## src/rtl/hs_perf_monitor_if.sv

```systemverilog
// Signal bundle between the observed HLS handshakes and hs_perf_monitor: ap_ctrl
// taps, freeze/clear controls, statistics readout port and status flags.
interface hs_perf_monitor_if #(
    parameter int NUM_CH = 4,
    parameter int CNT_W  = 32
);
    localparam int CH_W = (NUM_CH > 1) ? $clog2(NUM_CH) : 1;

    logic [NUM_CH-1:0] ap_start;
    logic [NUM_CH-1:0] ap_ready;
    logic [NUM_CH-1:0] ap_done;
    logic [NUM_CH-1:0] ap_continue;
    logic              finish;
    logic              clr;
    logic              rd_en;
    logic [CH_W-1:0]   rd_ch;
    logic [2:0]        rd_sel;
    logic [CNT_W-1:0]  rd_data;
    logic              rd_valid;
    logic [NUM_CH-1:0] ch_busy;
    logic              frozen;

    modport master (
        output ap_start, ap_ready, ap_done, ap_continue, finish, clr, rd_en, rd_ch, rd_sel,
        input  rd_data, rd_valid, ch_busy, frozen
    );

    modport slave (
        input  ap_start, ap_ready, ap_done, ap_continue, finish, clr, rd_en, rd_ch, rd_sel,
        output rd_data, rd_valid, ch_busy, frozen
    );
endinterface

```

## src/rtl/hs_perf_monitor.sv

```systemverilog
// Per-channel HLS block-level handshake profiler: transaction counts, overlapped
// start-to-done latency via a stamp FIFO, stall/busy cycles, freeze and registered readout.
module hs_perf_monitor #(
    parameter int NUM_CH       = 4,
    parameter int MAX_INFLIGHT = 4,
    parameter int TS_W         = 16,
    parameter int CNT_W        = 32
) (
    input  logic             clock,
    input  logic             reset,
    hs_perf_monitor_if.slave bus
);
    localparam int PTR_W = $clog2(MAX_INFLIGHT);
    localparam int OCC_W = PTR_W + 1;
    localparam logic [OCC_W-1:0] OCC_FULL = OCC_W'(MAX_INFLIGHT);

    typedef enum logic [1:0] {
        ST_IDLE   = 2'd0,
        ST_ACTIVE = 2'd1,
        ST_STALL  = 2'd2
    } ch_state_t;

    function automatic logic [CNT_W-1:0] sat_inc(input logic [CNT_W-1:0] v);
        return (v == {CNT_W{1'b1}}) ? v : v + CNT_W'(1);
    endfunction

    logic [TS_W-1:0]   stamp_r;
    logic              frozen_r;
    logic [CNT_W-1:0]  field_s [NUM_CH];
    logic [NUM_CH-1:0] busy_s;
    logic [4:0]        rd_ch_ext_s;
    logic [CNT_W-1:0]  rd_mux_s;
    logic [CNT_W-1:0]  rd_data_r;
    logic              rd_valid_r;

    // Free-running cycle stamp and sticky freeze request
    always_ff @(posedge clock or negedge reset) begin
        if (!reset) begin
            stamp_r  <= '0;
            frozen_r <= 1'b0;
        end else if (bus.clr) begin
            stamp_r  <= '0;
            frozen_r <= 1'b0;
        end else begin
            if (!frozen_r) begin
                stamp_r <= stamp_r + TS_W'(1);
            end
            frozen_r <= frozen_r | bus.finish;
        end
    end

    for (genvar g = 0; g < NUM_CH; g++) begin : g_ch
        logic [TS_W-1:0]  mem_r [MAX_INFLIGHT];
        logic [PTR_W-1:0] wr_ptr_r;
        logic [PTR_W-1:0] rd_ptr_r;
        logic [OCC_W-1:0] occ_r;
        logic [OCC_W-1:0] occ_next_s;
        logic [CNT_W-1:0] starts_r;
        logic [CNT_W-1:0] dones_r;
        logic [CNT_W-1:0] stall_r;
        logic [CNT_W-1:0] busy_r;
        logic [TS_W-1:0]  last_r;
        logic [TS_W-1:0]  min_r;
        logic [TS_W-1:0]  max_r;
        logic [TS_W-1:0]  head_s;
        logic [TS_W-1:0]  lat_s;
        logic             ovf_r;
        logic             unf_r;
        ch_state_t        state_r;
        ch_state_t        state_next_s;
        logic             s_s, d_s, w_s, empty_s, full_s;
        logic             push_s, pop_s, lat_vld_s, ovf_set_s, unf_set_s;
        logic [CNT_W-1:0] fld_s;

        assign head_s = mem_r[rd_ptr_r];

        // Event decode, FIFO action, latency and next channel state
        always_comb begin
            s_s       = bus.ap_start[g] & bus.ap_ready[g];
            d_s       = bus.ap_done[g] & bus.ap_continue[g];
            w_s       = bus.ap_done[g] & ~bus.ap_continue[g];
            empty_s   = (occ_r == '0);
            full_s    = (occ_r == OCC_FULL);
            push_s    = 1'b0;
            pop_s     = 1'b0;
            lat_vld_s = 1'b0;
            lat_s     = '0;
            ovf_set_s = 1'b0;
            unf_set_s = 1'b0;
            if (d_s) begin
                if (!empty_s) begin
                    // A same-cycle start reuses the slot being freed, so it never overflows
                    pop_s     = 1'b1;
                    push_s    = s_s;
                    lat_vld_s = 1'b1;
                    lat_s     = stamp_r - head_s;
                end else if (s_s) begin
                    lat_vld_s = 1'b1;
                end else begin
                    unf_set_s = 1'b1;
                end
            end else if (s_s) begin
                if (full_s) begin
                    ovf_set_s = 1'b1;
                end else begin
                    push_s = 1'b1;
                end
            end else begin
                push_s = 1'b0;
            end
            case ({push_s, pop_s})
                2'b10:   occ_next_s = occ_r + OCC_W'(1);
                2'b01:   occ_next_s = occ_r - OCC_W'(1);
                default: occ_next_s = occ_r;
            endcase
            if (occ_next_s == '0) begin
                state_next_s = ST_IDLE;
            end else if (w_s) begin
                state_next_s = ST_STALL;
            end else if (d_s || (state_r == ST_IDLE)) begin
                state_next_s = ST_ACTIVE;
            end else begin
                state_next_s = state_r;
            end
        end

        // Timestamp storage; contents are only read while occupancy is non-zero
        always_ff @(posedge clock) begin
            if (push_s && !frozen_r && !bus.clr) begin
                mem_r[wr_ptr_r] <= stamp_r;
            end
        end

        // Channel state machine, pointers, counters and sticky flags
        always_ff @(posedge clock or negedge reset) begin
            if (!reset) begin
                wr_ptr_r <= '0;
                rd_ptr_r <= '0;
                occ_r    <= '0;
                starts_r <= '0;
                dones_r  <= '0;
                stall_r  <= '0;
                busy_r   <= '0;
                last_r   <= '0;
                min_r    <= '1;
                max_r    <= '0;
                ovf_r    <= 1'b0;
                unf_r    <= 1'b0;
                state_r  <= ST_IDLE;
            end else if (bus.clr) begin
                wr_ptr_r <= '0;
                rd_ptr_r <= '0;
                occ_r    <= '0;
                starts_r <= '0;
                dones_r  <= '0;
                stall_r  <= '0;
                busy_r   <= '0;
                last_r   <= '0;
                min_r    <= '1;
                max_r    <= '0;
                ovf_r    <= 1'b0;
                unf_r    <= 1'b0;
                state_r  <= ST_IDLE;
            end else if (!frozen_r) begin
                if (push_s) begin
                    wr_ptr_r <= wr_ptr_r + PTR_W'(1);
                end
                if (pop_s) begin
                    rd_ptr_r <= rd_ptr_r + PTR_W'(1);
                end
                occ_r   <= occ_next_s;
                state_r <= state_next_s;
                if (s_s) begin
                    starts_r <= sat_inc(starts_r);
                end
                if (d_s) begin
                    dones_r <= sat_inc(dones_r);
                end
                if (w_s) begin
                    stall_r <= sat_inc(stall_r);
                end
                if (!empty_s) begin
                    busy_r <= sat_inc(busy_r);
                end
                if (lat_vld_s) begin
                    last_r <= lat_s;
                    if (lat_s < min_r) begin
                        min_r <= lat_s;
                    end
                    if (lat_s > max_r) begin
                        max_r <= lat_s;
                    end
                end
                ovf_r <= ovf_r | ovf_set_s;
                unf_r <= unf_r | unf_set_s;
            end
        end

        // Field select for this channel
        always_comb begin
            case (bus.rd_sel)
                3'd0:    fld_s = starts_r;
                3'd1:    fld_s = dones_r;
                3'd2:    fld_s = CNT_W'(last_r);
                3'd3:    fld_s = CNT_W'(min_r);
                3'd4:    fld_s = CNT_W'(max_r);
                3'd5:    fld_s = stall_r;
                3'd6:    fld_s = busy_r;
                3'd7:    fld_s = CNT_W'({occ_r, unf_r, ovf_r});
                default: fld_s = '0;
            endcase
        end

        assign field_s[g] = fld_s;
        assign busy_s[g]  = (state_r != ST_IDLE);
    end

    assign rd_ch_ext_s = 5'(bus.rd_ch);

    // Channel select; unpopulated channel numbers read as zero
    always_comb begin
        rd_mux_s = '0;
        for (int i = 0; i < NUM_CH; i++) begin
            rd_mux_s = (rd_ch_ext_s == 5'(i)) ? field_s[i] : rd_mux_s;
        end
    end

    // Registered readout port
    always_ff @(posedge clock or negedge reset) begin
        if (!reset) begin
            rd_data_r  <= '0;
            rd_valid_r <= 1'b0;
        end else if (bus.clr) begin
            rd_data_r  <= '0;
            rd_valid_r <= 1'b0;
        end else begin
            rd_valid_r <= bus.rd_en;
            if (bus.rd_en) begin
                rd_data_r <= rd_mux_s;
            end
        end
    end

    assign bus.rd_data  = rd_data_r;
    assign bus.rd_valid = rd_valid_r;
    assign bus.ch_busy  = busy_s;
    assign bus.frozen   = frozen_r;
endmodule

```

## src/flat_wrapper.sv

```systemverilog
// flat-port wrapper written by rule: the top's interface ports become plain ports
module hs_perf_monitor_flat 
#(
    parameter int NUM_CH       = 4,
    parameter int MAX_INFLIGHT = 4,
    parameter int TS_W         = 16,
    parameter int CNT_W        = 32
)
  (clock, reset, bus_ap_start, bus_ap_ready, bus_ap_done, bus_ap_continue, bus_finish, bus_clr, bus_rd_en, bus_rd_ch, bus_rd_sel, bus_rd_data, bus_rd_valid, bus_ch_busy, bus_frozen);
  hs_perf_monitor_if #(.NUM_CH(NUM_CH), .CNT_W(CNT_W)) bus_i ();
  input  logic clock;
  input  logic reset;
  input wire logic [$bits(bus_i.ap_start)-1:0] bus_ap_start;
  input wire logic [$bits(bus_i.ap_ready)-1:0] bus_ap_ready;
  input wire logic [$bits(bus_i.ap_done)-1:0] bus_ap_done;
  input wire logic [$bits(bus_i.ap_continue)-1:0] bus_ap_continue;
  input wire logic [$bits(bus_i.finish)-1:0] bus_finish;
  input wire logic [$bits(bus_i.clr)-1:0] bus_clr;
  input wire logic [$bits(bus_i.rd_en)-1:0] bus_rd_en;
  input wire logic [$bits(bus_i.rd_ch)-1:0] bus_rd_ch;
  input wire logic [$bits(bus_i.rd_sel)-1:0] bus_rd_sel;
  output wire logic [$bits(bus_i.rd_data)-1:0] bus_rd_data;
  output wire logic [$bits(bus_i.rd_valid)-1:0] bus_rd_valid;
  output wire logic [$bits(bus_i.ch_busy)-1:0] bus_ch_busy;
  output wire logic [$bits(bus_i.frozen)-1:0] bus_frozen;
  assign bus_i.ap_start = bus_ap_start;
  assign bus_i.ap_ready = bus_ap_ready;
  assign bus_i.ap_done = bus_ap_done;
  assign bus_i.ap_continue = bus_ap_continue;
  assign bus_i.finish = bus_finish;
  assign bus_i.clr = bus_clr;
  assign bus_i.rd_en = bus_rd_en;
  assign bus_i.rd_ch = bus_rd_ch;
  assign bus_i.rd_sel = bus_rd_sel;
  assign bus_rd_data = bus_i.rd_data;
  assign bus_rd_valid = bus_i.rd_valid;
  assign bus_ch_busy = bus_i.ch_busy;
  assign bus_frozen = bus_i.frozen;
  hs_perf_monitor #(.NUM_CH(NUM_CH), .MAX_INFLIGHT(MAX_INFLIGHT), .TS_W(TS_W), .CNT_W(CNT_W)) u_core (.clock(clock), .reset(reset), .bus(bus_i));
endmodule
```

## config.mk

```make
export PLATFORM = sky130hd
export DESIGN_NAME = hs_perf_monitor_flat
export DESIGN_NICKNAME = d
export VERILOG_FILES = /design/src/rtl/hs_perf_monitor_if.sv /design/src/rtl/hs_perf_monitor.sv /design/src/flat_wrapper.sv
export SDC_FILE = /design/constraint.sdc
export NUM_CORES = 2
export LEC_CHECK = 0
export ABC_CLOCK_PERIOD_IN_PS = 4900
export CAP_MARGIN = 20
export CORE_ASPECT_RATIO = 1.1
export CORE_MARGIN = 2
export CORE_UTILIZATION = 58
export CTS_BUF_LIST = sky130_fd_sc_hd__clkbuf_16
export DETAILED_ROUTE_END_ITERATION = 10
export PLACE_DENSITY = 0.77
export SLEW_MARGIN = 20
export SYNTH_ARGS = -nofsm -noshare
export SYNTH_HDL_FRONTEND = slang
export SYNTH_SLANG_ARGS = --single-unit
```

## constraint.sdc

```tcl
create_clock -name clock -period 4.9 [get_ports clock]
set_input_delay 0.98 -clock clock [delete_from_list [all_inputs] [get_ports clock]]
set_output_delay 0.98 -clock clock [all_outputs]
set_load 0.05 [all_outputs]
```

==> metrics.csv <==
metric;value;unit
status;finished clean;
syn-num-nets;6384;
antenna_found_initial;8;
worst_hold_path_type;primary input to asynchronous set/reset pin;
yosysUniqueCellTypes;103;
worst-path-buf-inv;3;
routed_wirelength;191.5;mm
clockBufferDepth;3;
h-tree-depth;3;
path_delay_family;compound AO/OA/AOI/OAI gates;
drv_slew;0;
relSlewSlack;15.51;%
ios;64;
final_hold_viol_count;0;
nFillCells;7973;
drt_drc_violations_left;0;
root_buffer;clkbuf_16;
power;0.02034;W
max_cap_viol_count;0;
slowest_delay;470;ps
layout-drive-gt1-share;13.22;%
io_buffers;63;
yosys_warnings;0;
dp_cells;7516;
fin_hold_ws;291.6;ps
synth-main-ff-cell;dfrtp_1;
worstSetupPathType;flop to flop;
power.density;299.0;nW/um2
post-route-cell-area;68030;um2
netlist.area_leader.share;30.71;%
ys_ff_latch;1054;
drt-initial-drc-count;6400;
clk_pin_slew;60;ps
synth-edff-count;256;
antenna_left;0;
synthCells;6137;
endpoint_kind;flop;
wl_per_cell;24.64;um
synth_area;59820;um2
fin_crit;4881;ps
initial_core_util;58.54;%
dieArea;105700;um2
die_w;310.2;um
p_leak;28.33;nW
viasPerCell;6.527;
nets;6555;
gp_congestion;1.044;
syn_avg_cell_area;9.747;um2
hold_buffers;0;
dr.pass1.iters;6;
yosysSeqAreaShare;46.37;%
die_y;340.8;um
globalRouteTotalUtil;35.79;%
ir_drop;0.0002872;V
yosysTopAreaCell;dfrtp_1;
clock_sinks;1054;
area_growth;13.73;%
place_hpwl;135.0;mm
synthArstFlopShare;75.71;%
num_rows;123;
cp_max_fo;5;
worstPathArrival;5500;ps
insertion_delay;710;ps
grt_max_degree;135;
setup_viol;0;
cts_tree;built;
cts_made_buffers;110;
clock_skew;20.41;ps
via_count;50740;
timing.fmax;204.9;MHz
fin_cells;7773;
cp-start-kind;flop;
cp_data_required_time;5520;ps
synthTopCellsByArea;dfrtp_1 (31%), edfxtp_1 (13%), nor2_1 (4.9%);
grt_pass1_wl;289.3;mm
tightest_slew;1251;ps
grt_pass1_vias;48030;
final.setup.tns;0;ps
dpl_cell_area;63060;um2
crit_chain;buf_4 -> mux4_2 -> ha_4 -> inv_1 -> fa_2 -> a211oi_4 -> o21ai_4 -> a21oi_2 -> o31ai_1 -> xnor2_1 -> nor2_2 -> ha_1 -> and4_4 -> a311oi_1 -> or3_1 -> maj3_2 -> o211ai_4 -> buf_2 -> nor3_1 -> a31oi_1;
grt.overflow.total;0;
core;102200;um2
cp_slowest_cell;dfrtp_2;
fin_crit_sh;99.61;%
-- sequential cells by signal, summed over array words and instances, names as in the netlist, 8 cells and up --
signal,cells
u_core.bus.rd_data,32
u_core.g_ch.busy_r,128
u_core.g_ch.dones_r,128
u_core.g_ch.last_r,64
u_core.g_ch.max_r,64
u_core.g_ch.mem_r,256
u_core.g_ch.min_r,64
u_core.g_ch.occ_r,12
u_core.g_ch.rd_ptr_r,8
u_core.g_ch.stall_r,128
u_core.g_ch.starts_r,128
u_core.g_ch.state_r,8
u_core.g_ch.wr_ptr_r,8
u_core.stamp_r,16
-- worst paths after layout --
| kind | slack [ps] | end | from | cells after the start |
|---|---|---|---|---|
| min in group clock | 520 | u_core.g_ch[1].min_r[6] | u_core.g_ch[1].min_r[6] | 2 |
| worst min register to register | 520 | u_core.g_ch[1].min_r[6] | u_core.g_ch[1].min_r[6] | 2 |
| worst max-delay path | 20 | u_core.g_ch[3].min_r[7] | u_core.g_ch[3].rd_ptr_r[0] | 20 |
| worst min-delay path | 290 | u_core.g_ch[1].busy_r[26] | reset | 1 |
| max in group asynchronous | 3330 | u_core.g_ch[2].rd_ptr_r[0] | reset | 2 |
| worst max register to register | 20 | u_core.g_ch[3].min_r[7] | u_core.g_ch[3].rd_ptr_r[0] | 20 |
-- layout by cell type, fill, tap and decap left out, drive strengths merged, types with 203 or more instances in the layout --
master	count
edfxtp	256
a21oi	359
ha	213
buf	311
nor2	777
xnor2	203
inv	292
xor2	289
dfrtp	734
o21ai	272
nand3	275
nand2	492
-- final cells by class --
cell class | count | area, um2 | share of cell area [%]
Timing Repair Buffer | 369 | 3253 | 4.782
Tap cell | 1375 | 1720 | 2.529
Inverter | 277 | 1042 | 1.532
Clock inverter | 87 | 1022 | 1.503
Clock buffer | 114 | 2853 | 4.193
Sequential cell | 1054 | 27740 | 40.78
Antenna cell | 1 | 2.502 | 0.003678
Multi-Input combinational cell | 4496 | 30400 | 44.68
-- power breakdown --
part / leakage, nW / switching, W / internal [W]
logic: 13.2 / 0.00140 / 0.000645
registers: 13.3 / 0.000128 / 0.00910
clock network: 1.91 / 0.00374 / 0.00534
-- cell usage after synthesis, drive strengths merged, types with 16 or more instances --
cell,number
a221o,23
clkbuf,238
nand2b,27
or2,25
mux2i,115
nor3,138
a31oi,76
nor4,27
a22oi,69
a221oi,40
o21ai,272
and4,75
and3,94
o21a,21
and2,62
xor2,289
buf,75
xnor2,203
or3,89
o31ai,16
a21oi,359
ha,213
a211oi,69
nand4,156
mux4,85
nand2,492
dfstp,64
nand3,275
nor2,777
mux2,27
o221ai,22
dfrtp,734
o22ai,19
a21o,38
inv,274
edfxtp,256
nor2b,39
o211ai,44
a22o,40
-- stage by stage --
stage	setup slack, ps	utilization (%)
global placement	-49.85	61.71
CTS	12.82	65.60
floorplan	0.5613	-
global route	-117.9	66.57
detailed placement	-169.1	61.71
finish	18.89	66.57
-- per-layer routing --
layer | GRT usage [%] | wire (um) | share of wire [%] | up-vias
met5 | 0 | 66 | 0.034 | -
met4 | 22.63 | 14010 | 7.3 | 10
met3 | 6.620 | 17800 | 9.3 | 563
met2 | 52.19 | 83490 | 44 | 2690
met1 | 49.43 | 76170 | 40 | 25000
li1 | - | - | - | 22470
-- cell families (layout without fill, tap and decap cells) --
group | Yosys count | in the layout | share of synthesized area [%]
XOR/XNOR | 492 | 492 | 7.204
AND/OR/NAND/NOR | 2320 | 2321 | 18.64
flip-flops | 1054 | 1054 | 46.37
other | 0 | 1 | 0
AO/OA/AOI/OAI | 1230 | 1232 | 13.49
multiplexers | 227 | 227 | 5.639
adder cells (fa/ha/maj) | 224 | 224 | 4.778
buffers and inverters | 590 | 847 | 3.878
-- what timing repair did --
action                     in CTS  in global routing
gates cloned                    1                  8
pin swaps                       3                 63
setup endpoints to repair      82                128
setup buffers                   3                 43
resized for setup              16                144
No activity file was read; power rests on OpenSTA's default activity.
